--- config.mk ---
export PLATFORM = sky130hd
export DESIGN_NAME = spi_pwm_cfg_ctrl_flat
export DESIGN_NICKNAME = d
export VERILOG_FILES = /design/src/rtl/spi_pwm_cfg_ctrl_pkg.sv /design/src/rtl/spi_pwm_cfg_ctrl_if.sv /design/src/rtl/spi_pwm_cfg_ctrl_sync_edge_det.sv /design/src/rtl/spi_pwm_cfg_ctrl.sv /design/src/flat_wrapper.sv
export SDC_FILE = /design/constraint.sdc
export NUM_CORES = 1
export LEC_CHECK = 0
export CAP_MARGIN = 20
export CORE_MARGIN = 1
export CORE_UTILIZATION = 40
export DETAILED_ROUTE_END_ITERATION = 8
export PLACE_DENSITY = 0.6
export RECOVER_POWER = 50
export SLEW_MARGIN = 30
export SYNTH_ARGS = -nofsm -noshare
export SYNTH_HDL_FRONTEND = slang
export SYNTH_SLANG_ARGS = --single-unit
export TNS_END_PERCENT = 1
--- constraint.sdc ---
create_clock -name clk -period 4.55 [get_ports clk]
set_clock_uncertainty 0.05 [all_clocks]
set_input_delay 0.6825 -clock clk [delete_from_list [all_inputs] [get_ports clk]]
set_output_delay 0.6825 -clock clk [all_outputs]
set_load 0.05 [all_outputs]
--- src/rtl/spi_pwm_cfg_ctrl_pkg.sv ---
// spi_pwm_cfg_pkg: shared constants and FSM state type for the SPI PWM
// configuration controller. Optional readback is enabled by the macro
// SPI_PWM_CFG_READBACK_EN (see spi_pwm_cfg_ctrl.sv).
package spi_pwm_cfg_pkg;

   localparam logic [6:0] ADDR_EN_OUT_LO = 7'h00;
   localparam logic [6:0] ADDR_EN_OUT_HI = 7'h01;
   localparam logic [6:0] ADDR_EN_PWM_LO = 7'h02;
   localparam logic [6:0] ADDR_EN_PWM_HI = 7'h03;
   localparam logic [6:0] ADDR_DUTY      = 7'h04;

   localparam int FRAME_BITS = 16;

   typedef enum logic [1:0] {
      IDLE   = 2'd0,
      SHIFT  = 2'd1,
      COMMIT = 2'd2
   } state_t;

endpackage

--- src/rtl/spi_pwm_cfg_ctrl_if.sv ---
// SPI pin bundle. The bus controller drives sclk/copi/ncs and samples cipo;
// the configuration target does the opposite.
interface spi_pwm_cfg_if;

   logic sclk_in;
   logic copi_in;
   logic ncs_in;
   logic cipo_out;

   modport master (output sclk_in, output copi_in, output ncs_in, input cipo_out);
   modport slave  (input sclk_in, input copi_in, input ncs_in, output cipo_out);

endinterface

--- src/rtl/spi_pwm_cfg_ctrl_sync_edge_det.sv ---
// sync_edge_det: multi-flop synchronizer for one asynchronous pin followed by
// a single-flop edge detector. All edge outputs derive from synced values.
module sync_edge_det #(
   parameter int   SYNC_STAGES = 2,
   parameter logic RST_VAL     = 1'b0
) (
   input  logic clk,
   input  logic rst_n,
   input  logic din,
   output logic level,
   output logic rise,
   output logic fall
);

   logic [SYNC_STAGES-1:0] chain;
   logic                   prev;

   // Synchronizer chain plus the history flop used for edge detection.
   always_ff @(posedge clk) begin
      if (!rst_n) begin
         chain <= {SYNC_STAGES{RST_VAL}};
         prev  <= RST_VAL;
      end else begin
         chain <= {chain[SYNC_STAGES-2:0], din};
         prev  <= chain[SYNC_STAGES-1];
      end
   end

   assign level = chain[SYNC_STAGES-1];
   assign rise  = level & ~prev;
   assign fall  = ~level & prev;

endmodule

--- src/rtl/spi_pwm_cfg_ctrl.sv ---
// spi_pwm_cfg_ctrl: SPI mode-0 target that writes the five PWM configuration
// registers from 16-bit frames {rw, addr[6:0], data[7:0]}, MSB first.
// Define SPI_PWM_CFG_READBACK_EN to return register contents on cipo_out
// during read frames; otherwise cipo_out is tied low.
//
// Pins arrive asynchronously through spi.slave; sclk/copi/ncs are each
// synchronized and edge-detected before the FSM sees them. The FSM state is
// exported on state_dbg.
module spi_pwm_cfg_ctrl
   import spi_pwm_cfg_pkg::*;
#(
   parameter int SYNC_STAGES = 2,
   parameter int MAX_ADDR    = 4
) (
   input  logic               clk,
   input  logic               rst_n,
   spi_pwm_cfg_if.slave       spi,
   output logic [7:0]         en_reg_out_7_0,
   output logic [7:0]         en_reg_out_15_8,
   output logic [7:0]         en_reg_pwm_7_0,
   output logic [7:0]         en_reg_pwm_15_8,
   output logic [7:0]         pwm_duty_cycle,
   output logic               frame_err,
   output state_t             state_dbg
);

   localparam logic [6:0] MAX_A = 7'(MAX_ADDR);

   logic sclk_lvl, sclk_rise, sclk_fall;
   logic copi_lvl, copi_rise, copi_fall;
   logic ncs_lvl,  ncs_rise,  ncs_fall;

   sync_edge_det #(.SYNC_STAGES(SYNC_STAGES), .RST_VAL(1'b0)) u_sclk (
      .clk(clk), .rst_n(rst_n), .din(spi.sclk_in),
      .level(sclk_lvl), .rise(sclk_rise), .fall(sclk_fall));

   sync_edge_det #(.SYNC_STAGES(SYNC_STAGES), .RST_VAL(1'b0)) u_copi (
      .clk(clk), .rst_n(rst_n), .din(spi.copi_in),
      .level(copi_lvl), .rise(copi_rise), .fall(copi_fall));

   sync_edge_det #(.SYNC_STAGES(SYNC_STAGES), .RST_VAL(1'b1)) u_ncs (
      .clk(clk), .rst_n(rst_n), .din(spi.ncs_in),
      .level(ncs_lvl), .rise(ncs_rise), .fall(ncs_fall));

   // Only levels/edges the FSM needs are consumed; fold the rest here.
   logic unused_edges;
   assign unused_edges = ^{sclk_lvl, sclk_fall, copi_rise, copi_fall};

   state_t      state;
   logic [15:0] shreg;
   logic [4:0]  cnt;
   logic        fall_held;   // nCS fell while in COMMIT; IDLE picks it up
   logic [7:0]  tx;          // readback shifter, MSB drives cipo

   // Address formed by the 8th SCLK rising edge: shreg[5:0] plus current bit.
   logic [6:0]  rd_addr;
   logic [7:0]  rd_data;
   assign rd_addr = {shreg[5:0], copi_lvl};

   // Register mux for readback; unmapped addresses return zero.
   always_comb begin
      rd_data = 8'h00;
      case (rd_addr)
         ADDR_EN_OUT_LO: rd_data = en_reg_out_7_0;
         ADDR_EN_OUT_HI: rd_data = en_reg_out_15_8;
         ADDR_EN_PWM_LO: rd_data = en_reg_pwm_7_0;
         ADDR_EN_PWM_HI: rd_data = en_reg_pwm_15_8;
         ADDR_DUTY:      rd_data = pwm_duty_cycle;
         default:        rd_data = 8'h00;
      endcase
   end

   // Frame FSM: collect bits while nCS is low, then commit or reject.
   always_ff @(posedge clk) begin
      if (!rst_n) begin
         state           <= IDLE;
         shreg           <= '0;
         cnt             <= '0;
         fall_held       <= 1'b0;
         tx              <= '0;
         frame_err       <= 1'b0;
         en_reg_out_7_0  <= '0;
         en_reg_out_15_8 <= '0;
         en_reg_pwm_7_0  <= '0;
         en_reg_pwm_15_8 <= '0;
         pwm_duty_cycle  <= '0;
      end else begin
         frame_err <= 1'b0;
         case (state)
            IDLE: begin
               tx        <= '0;
               fall_held <= 1'b0;
               if (ncs_fall || (fall_held && !ncs_lvl)) begin
                  shreg <= '0;
                  cnt   <= '0;
                  state <= SHIFT;
               end
            end
            SHIFT: begin
               // An SCLK edge coinciding with nCS rising is dropped.
               if (ncs_rise) begin
                  state <= COMMIT;
               end else if (sclk_rise) begin
                  shreg <= {shreg[14:0], copi_lvl};
                  if (cnt != 5'd17) cnt <= cnt + 5'd1;
`ifdef SPI_PWM_CFG_READBACK_EN
                  if (cnt == 5'd7 && !shreg[6] && rd_addr <= MAX_A)
                     tx <= rd_data;
`endif
               end
`ifdef SPI_PWM_CFG_READBACK_EN
               // The fall right after the 8th rise keeps the MSB on the pin
               // so the controller samples it on the 9th rise.
               else if (sclk_fall && cnt > 5'd8) begin
                  tx <= {tx[6:0], 1'b0};
               end
`endif
            end
            COMMIT: begin
               if (cnt == 5'd16 && shreg[14:8] <= MAX_A) begin
                  if (shreg[15]) begin
                     case (shreg[14:8])
                        ADDR_EN_OUT_LO: en_reg_out_7_0  <= shreg[7:0];
                        ADDR_EN_OUT_HI: en_reg_out_15_8 <= shreg[7:0];
                        ADDR_EN_PWM_LO: en_reg_pwm_7_0  <= shreg[7:0];
                        ADDR_EN_PWM_HI: en_reg_pwm_15_8 <= shreg[7:0];
                        ADDR_DUTY:      pwm_duty_cycle  <= shreg[7:0];
                        default: ;
                     endcase
                  end
               end else begin
                  frame_err <= 1'b1;
               end
               fall_held <= ncs_fall;
               state     <= IDLE;
            end
            default: state <= IDLE;
         endcase
      end
   end

`ifdef SPI_PWM_CFG_READBACK_EN
   assign spi.cipo_out = tx[7];
`else
   assign spi.cipo_out = 1'b0;
   logic unused_tx;
   assign unused_tx = ^{tx, rd_data};
`endif

   assign state_dbg = state;

endmodule
--- src/flat_wrapper.sv ---
// flat-port wrapper written by rule: the top's interface ports become plain ports
module spi_pwm_cfg_ctrl_flat import spi_pwm_cfg_pkg::*;
#(
   parameter int SYNC_STAGES = 2,
   parameter int MAX_ADDR    = 4
)
  (clk, rst_n, en_reg_out_7_0, en_reg_out_15_8, en_reg_pwm_7_0, en_reg_pwm_15_8, pwm_duty_cycle, frame_err, state_dbg, spi_sclk_in, spi_copi_in, spi_ncs_in, spi_cipo_out);
  spi_pwm_cfg_if spi_i ();
  input  logic clk;
  input  logic rst_n;
  output logic [7:0] en_reg_out_7_0;
  output logic [7:0] en_reg_out_15_8;
  output logic [7:0] en_reg_pwm_7_0;
  output logic [7:0] en_reg_pwm_15_8;
  output logic [7:0] pwm_duty_cycle;
  output logic frame_err;
  output state_t state_dbg;
  input wire logic [$bits(spi_i.sclk_in)-1:0] spi_sclk_in;
  input wire logic [$bits(spi_i.copi_in)-1:0] spi_copi_in;
  input wire logic [$bits(spi_i.ncs_in)-1:0] spi_ncs_in;
  output wire logic [$bits(spi_i.cipo_out)-1:0] spi_cipo_out;
  assign spi_i.sclk_in = spi_sclk_in;
  assign spi_i.copi_in = spi_copi_in;
  assign spi_i.ncs_in = spi_ncs_in;
  assign spi_cipo_out = spi_i.cipo_out;
  spi_pwm_cfg_ctrl #(.SYNC_STAGES(SYNC_STAGES), .MAX_ADDR(MAX_ADDR)) u_core (.clk(clk), .rst_n(rst_n), .spi(spi_i), .en_reg_out_7_0(en_reg_out_7_0), .en_reg_out_15_8(en_reg_out_15_8), .en_reg_pwm_7_0(en_reg_pwm_7_0), .en_reg_pwm_15_8(en_reg_pwm_15_8), .pwm_duty_cycle(pwm_duty_cycle), .frame_err(frame_err), .state_dbg(state_dbg));
endmodule
==> impl_metrics.env, run 1 <==
export IMPL_worst_path_buf_inv=1
export IMPL_htree_levels=3
export IMPL_period_share=0.6357
export IMPL_synthFlopType="dfxtp_1"
export IMPL_post_cts_buffers=0
export IMPL_syn_to_final_growth_pct=24.17
export IMPL_busiest_layer="met2"
export IMPL_critPathRequiredTime_ps=3820
export IMPL_worst_setup_path_start_kind="flop"
export IMPL_syn_avg_cell_area_um2=9.839
export IMPL_finalSetupViolCount=0
export IMPL_rr_worst_depth=4
export IMPL_cts_buffer_depth=2
export IMPL_initial_utilization=0.4105
export IMPL_die_h_um=88.05
export IMPL_fp_row_count=31
export IMPL_numPortBuffers=47
export IMPL_setup_slack_ps=1658
export IMPL_final_max_slew_violation_count=0
export IMPL_grt_use_total=0.1672
export IMPL_hold_viol_final=0
export IMPL_vias=2275
export IMPL_reg2reg_slack_ps=1970
export IMPL_dp_cells=429
export IMPL_grt_overflow=0
export IMPL_synth_seq_area_share=0.4935
export IMPL_first_global_vias=2053
export IMPL_cts_repair_resized=0
export IMPL_synthesis_area_um2=2962
export IMPL_core_area_um2=7214
export IMPL_slowest_delay_ps=940
export IMPL_firstDrtPassIters=4
export IMPL_ys_warnings_count=0
export IMPL_worstPathArrival_ps=2160
export IMPL_nNetsFinal=349
export IMPL_syn_inst=301
export IMPL_dp_hpwl_um=4051
export IMPL_routedWlPerCell_um=13.68
export IMPL_final_common_cell="dfxtp_1"
export IMPL_finalCriticalPeriod_ps=2892
export IMPL_critPathMaxFanout=25
export IMPL_avgViaCountPerCell=5.112
export IMPL_peakVddDrop_uv=161.0
export IMPL_cp_end_kind="output pin"
export IMPL_power_density_nw_per_um2=325.4
export IMPL_ctsHoldBuffers=0
export IMPL_r2r_start="u_core.state_dbg[0]"
export IMPL_tns_ps=0
export IMPL_synth_edff_count=0
export IMPL_insertion_delay_ps=330
export IMPL_hold_ws_ps=362.0
export IMPL_async_reset_ff_frac=0
export IMPL_grt_antenna_before_repair=0
export IMPL_use_met1=0.2302
export IMPL_grt_max_degree=66
export IMPL_slew_headroom=0.2286
export IMPL_drive_above_1_share=0.07514
export IMPL_hold_path_endpoint="u_core.u_ncs.chain[1]"
export IMPL_cp_slowest_cell="clkdlybuf4s50_1"
export IMPL_tightestPinTransition_ps=1157
export IMPL_clock_fmax_ghz=0.3457
export IMPL_io_pins=49
export IMPL_reg2reg_to="u_core.cnt[4]"
export IMPL_crit_chain="clkdlybuf4s50_1"
export IMPL_hold_start="u_core.u_ncs.chain[0]"
export IMPL_die_x_um=88.05
export IMPL_drtIter0Drc=96
export IMPL_p_leak_nw=1.357
export IMPL_max_cap_violations=0
export IMPL_pre_cts_slack_ps=2042
export IMPL_die_area_um2=7752
export IMPL_status="finished clean"
export IMPL_hold_path_depth=1
export IMPL_hold_path_class="flop to flop"
export IMPL_critPathTopFamily="buffers and inverters"
export IMPL_rsz0062_at_grt="false"
export IMPL_clockRootBuffer="clkbuf_8"
export IMPL_final_cell_mix="73 x dfxtp_1, 56 x nand2_1, 41 x mux2i_1, 41 x dlygate4sd3_1, 20 x a21oi_1"
export IMPL_syn_nets=309
export IMPL_stdcell_count=445
export IMPL_cts_tree="yes"
export IMPL_ant_nets=0
export IMPL_yosysUniqueCellTypes=41
export IMPL_drt_drc_violations_left=0
export IMPL_cts_sinks=73
export IMPL_use_met2=0.2502
export IMPL_crit_type="flop to output pin"
export IMPL_cts_clk_slew_worst_paths_ps=80
export IMPL_grt_pass1_wl_um=9922
export IMPL_grtUsageMet3=0.03205
export IMPL_antenna_cells=0
export IMPL_cts_buffers=9
export IMPL_wirelength_um=6089
export IMPL_ys_seq_elements=73
export IMPL_gp_congestion=0.7639
==> how the worst max path moves through the flow <==
stage,start,endpoint,slack [ps],depth (start not counted)
floorplan,u_core.state_dbg[1],u_core.en_reg_pwm_15_8[0],2440,5
global placement,u_core.state_dbg[0],state_dbg[0],2040,1
detailed placement,u_core.state_dbg[0],state_dbg[0],2040,1
CTS,u_core.state_dbg[0],state_dbg[0],1660,1
global route,u_core.state_dbg[0],state_dbg[0],1580,1
finish,u_core.state_dbg[0],state_dbg[0],1660,1
==> power by group <==
group / total (mW) / switching [mW] / internal (mW)
clock: 0.514 / 0.245 / 0.269
combinational: 0.0365 / 0.0275 / 0.00908
sequential: 0.646 / 0.00442 / 0.642
total: 1.20 / 0.277 / 0.920
==> per-layer routing <==
metal,vias up,share of wire
met3,4,0.035
met1,1086,0.49
met4,0,0.0090
met2,45,0.46
met5,-,0
li1,1140,-
==> area by class of cell <==
class,instances,area [um^2]
well taps,99,123.9
multi-input cells,202,1390
inverters,7,26.28
clock inverters,6,66.31
flip-flops and latches,73,1461
repair buffers,48,471.7
clock buffers,10,137.6
fillers,688,3537
==> Yosys cell counts (2+ instances only) <==
master,instances,area (um^2)
dfxtp_1,73,1461
nor4_4,5,106.4
nand2b_1,6,37.54
clkbuf_1,16,60.06
nor2_1,5,18.77
nand3_1,3,15.01
o21ai_0,17,85.08
ha_1,3,37.54
nand4b_1,15,131.4
a21oi_1,20,100.1
and2_1,5,31.28
inv_1,6,22.52
nor3_1,2,10.01
nand4_1,2,12.51
nand2_1,56,210.2
mux2i_1,41,410.4
nor2b_1,2,12.51
==> flip-flops by register name, indices dropped and copies added (netlist names) <==
name / count
u_core.cnt: 5
u_core.en_reg_out_15_8: 8
u_core.en_reg_out_7_0: 8
u_core.en_reg_pwm_15_8: 8
u_core.en_reg_pwm_7_0: 8
u_core.fall_held: 1
u_core.frame_err: 1
u_core.pwm_duty_cycle: 8
u_core.shreg: 16
u_core.state_dbg: 2
u_core.u_copi.chain: 2
u_core.u_ncs.chain: 2
u_core.u_ncs.prev: 1
u_core.u_sclk.chain: 2
u_core.u_sclk.prev: 1
==> per-stage QoR <==
stage | util | total power, mW | area [um^2]
2_1_floorplan | - | 0.6885 | 2962
3_3_place_gp | 0.4816 | 0.6982 | 3475
3_5_place_dp | 0.4821 | 0.6990 | 3478
4_1_cts | 0.5104 | 1.214 | 3682
5_1_grt | 0.5097 | 1.245 | 3677
6_report | 0.5097 | 1.196 | 3677
==> cell families after synthesis <==
group,after synthesis,synth area share
other,1,0.001266
adders and majority gates,3,0.01268
buffers and inverters,26,0.03718
muxes,41,0.1386
AOI/OAI and AO/OA,48,0.09168
and+or+nand+nor,109,0.2252
DFF,73,0.4935
(Power assumes the default switching activity.)
==> run 2, diff against run 1 <==
--- a/config.mk
+++ b/config.mk
@@ -9,7 +9,7 @@
 export CORE_MARGIN = 1
 export CORE_UTILIZATION = 40
 export DETAILED_ROUTE_END_ITERATION = 8
-export PLACE_DENSITY = 0.6
+export PLACE_DENSITY = 0.62
 export RECOVER_POWER = 50
 export SLEW_MARGIN = 30
 export SYNTH_ARGS = -nofsm -noshare
==> constraint.sdc (replaced) <==
create_clock -name clk -period 2.4 [get_ports clk]
set_clock_uncertainty 0.05 [all_clocks]
set_input_delay 0.36 -clock clk [delete_from_list [all_inputs] [get_ports clk]]
set_output_delay 0.36 -clock clk [all_outputs]
set_load 0.05 [all_outputs]
==> run 2 against run 1 <==
  * Clock power is 74% higher
  * Critical path type unchanged
  * Die area is the same
  * Cell count is 2.9% higher
  * Clock-buffer cell count decreased by 1
  * Via count rose by 0.84%
  * Combinational power increased by 110%
  * Routed wire length rose by 0.76%
  * Sequential share of layout area shrank 0.43 points
  * Hold slack got worse by 96 ps
  * Worst setup slack got worse by 1400 ps
  * Critical endpoint unchanged
  * Critical path depth grew 1
==> impl_metrics.env, run 2 (synthesized netlist as in run 1, its figures left out) <==
export IMPL_max_cap_violations=0
export IMPL_core_area_um2=7214
export IMPL_p_leak_nw=1.297
export IMPL_worstPathArrival_ps=1700
export IMPL_final_max_slew_violation_count=0
export IMPL_routedWlPerCell_um=13.40
export IMPL_status="finished clean"
export IMPL_die_h_um=88.05
export IMPL_rsz0062_at_grt="false"
export IMPL_numPortBuffers=47
export IMPL_drtIter0Drc=123
export IMPL_syn_to_final_growth_pct=25.52
export IMPL_hold_viol_final=0
export IMPL_fp_row_count=31
export IMPL_post_cts_buffers=0
export IMPL_drive_above_1_share=0.09192
export IMPL_critPathMaxFanout=10
export IMPL_power_density_nw_per_um2=589.6
export IMPL_crit_type="flop to output pin"
export IMPL_cp_slowest_cell="dfxtp_1"
export IMPL_cts_buffer_depth=2
export IMPL_hold_path_class="primary input to flop"
export IMPL_setup_slack_ps=289.7
export IMPL_worst_path_buf_inv=2
export IMPL_cts_repair_resized=0
export IMPL_period_share=0.8793
export IMPL_cts_clk_slew_worst_paths_ps=80
export IMPL_dr_wl_met3_um=198
export IMPL_vias=2294
export IMPL_gp_congestion=0.7567
export IMPL_top_layer="met4"
export IMPL_grt_max_degree=35
export IMPL_wirelength_um=6135
export IMPL_critPathTopFamily="buffers and inverters"
export IMPL_reg2reg_slack_ps=310
export IMPL_largest_reg_flops=16
export IMPL_die_area_um2=7752
export IMPL_num_fill_cells=696
export IMPL_r2r_start="u_core.state_dbg[0]"
export IMPL_slew_headroom=0.2065
export IMPL_worst_setup_path_start_kind="flop"
export IMPL_hold_start="rst_n"
export IMPL_tightestPinTransition_ps=1190
export IMPL_antenna_cells=0
export IMPL_cts_buffers=9
export IMPL_cts_sinks=73
export IMPL_firstDrtPassIters=6
export IMPL_io_pins=49
export IMPL_clockRootBuffer="clkbuf_8"
export IMPL_avgViaCountPerCell=5.009
export IMPL_regMostFlops="u_core.shreg"
export IMPL_dp_hpwl_um=4361
export IMPL_nNetsFinal=362
export IMPL_wl_met2_um=2776
export IMPL_final_common_cell="dfxtp_1"
export IMPL_grt_pass1_wl_um=10290
export IMPL_drt_drc_violations_left=0
export IMPL_final_cell_mix="73 x dfxtp_1, 56 x nand2_1, 41 x mux2i_1, 30 x clkdlybuf4s50_1, 20 x a21oi_1"
export IMPL_grt_overflow=0
export IMPL_insertion_delay_ps=340
export IMPL_pre_cts_slack_ps=545.0
export IMPL_ctsHoldBuffers=0
export IMPL_wl_met1_um=3115
export IMPL_critPathRequiredTime_ps=1990
export IMPL_tns_ps=0
export IMPL_grt_antenna_before_repair=0
export IMPL_clock_fmax_ghz=0.4739
export IMPL_cp_end_kind="output pin"
export IMPL_peakVddDrop_uv=282.8
export IMPL_finalSetupViolCount=0
export IMPL_crit_top_cell="clkbuf_1"
export IMPL_cts_tree="yes"
export IMPL_finalCriticalPeriod_ps=2110
export IMPL_crit_chain="clkbuf_1 -> clkbuf_1"
export IMPL_worstSetupStartpoint="u_core.state_dbg[0]"
export IMPL_first_global_vias=2193
export IMPL_slowest_delay_ps=520
export IMPL_die_x_um=88.05
export IMPL_initial_utilization=0.4105
export IMPL_htree_levels=3
export IMPL_grt_use_total=0.1714
export IMPL_ant_nets=0
[run 2: cell types whose count changed in the layout (fill, tap and decap cells not counted), moves of 3 or more]
cell,before,now
buf_4,1,6
clkbuf_1,1,7
clkbuf_2,0,3
clkdlybuf4s50_1,5,30
dlygate4sd3_1,41,15
inv_6,1,5
[run 2: stage by stage]
step	area [um^2]	hold WS, ps	power, mW	std cells	utilization
after floorplan	2962	336.3	1.305	301	-
after global placement	3570	341.8	1.333	442	0.4948
after detailed placement	3570	342.2	1.334	442	0.4948
after CTS	3752	235.1	2.229	458	0.5201
after global routing	3717	265.7	2.292	458	0.5153
final	3717	266.2	2.192	458	0.5153
[run 2: tightest hold or removal path: stages]
cell	delay (ps)
clkbuf_1	120
o21ai_0	90
nor2_1	40
[run 2: power by group]
group | switching, mW | leakage, nW | internal [mW]
logic | 0.0585 | 0.620 | 0.0199
registers | 0.00454 | 0.589 | 1.22
clock network | 0.499 | 0.0877 | 0.393
total | 0.562 | 1.30 | 1.63
[run 2: layer usage]
metal / GRT usage / vias up
met4: 0.06598 / 0
met1: 0.2319 / 1079
met5: 0 / -
met3: 0.02828 / 7
li1: - / 1161
met2: 0.2748 / 47
[run 2: worst paths after layout]
| kind | end | cells after the start |
|---|---|---|
| max | state_dbg[0] | 2 |
| min | u_core.state_dbg[0] | 3 |
| max reg2reg | u_core.en_reg_pwm_15_8[6] | 5 |
| min reg2reg | u_core.u_ncs.chain[1] | 1 |
[run 2: area by class of cell]
class | instances | area, um^2 | area share
Inverter | 7 | 26.28 | 0.007068
Clock buffer | 9 | 123.9 | 0.03332
Multi-Input combinational cell | 202 | 1386 | 0.3729
Sequential cell | 73 | 1461 | 0.3931
Tap cell | 99 | 123.9 | 0.03332
Timing Repair Buffer | 61 | 536.8 | 0.1444
Clock inverter | 7 | 58.81 | 0.01582
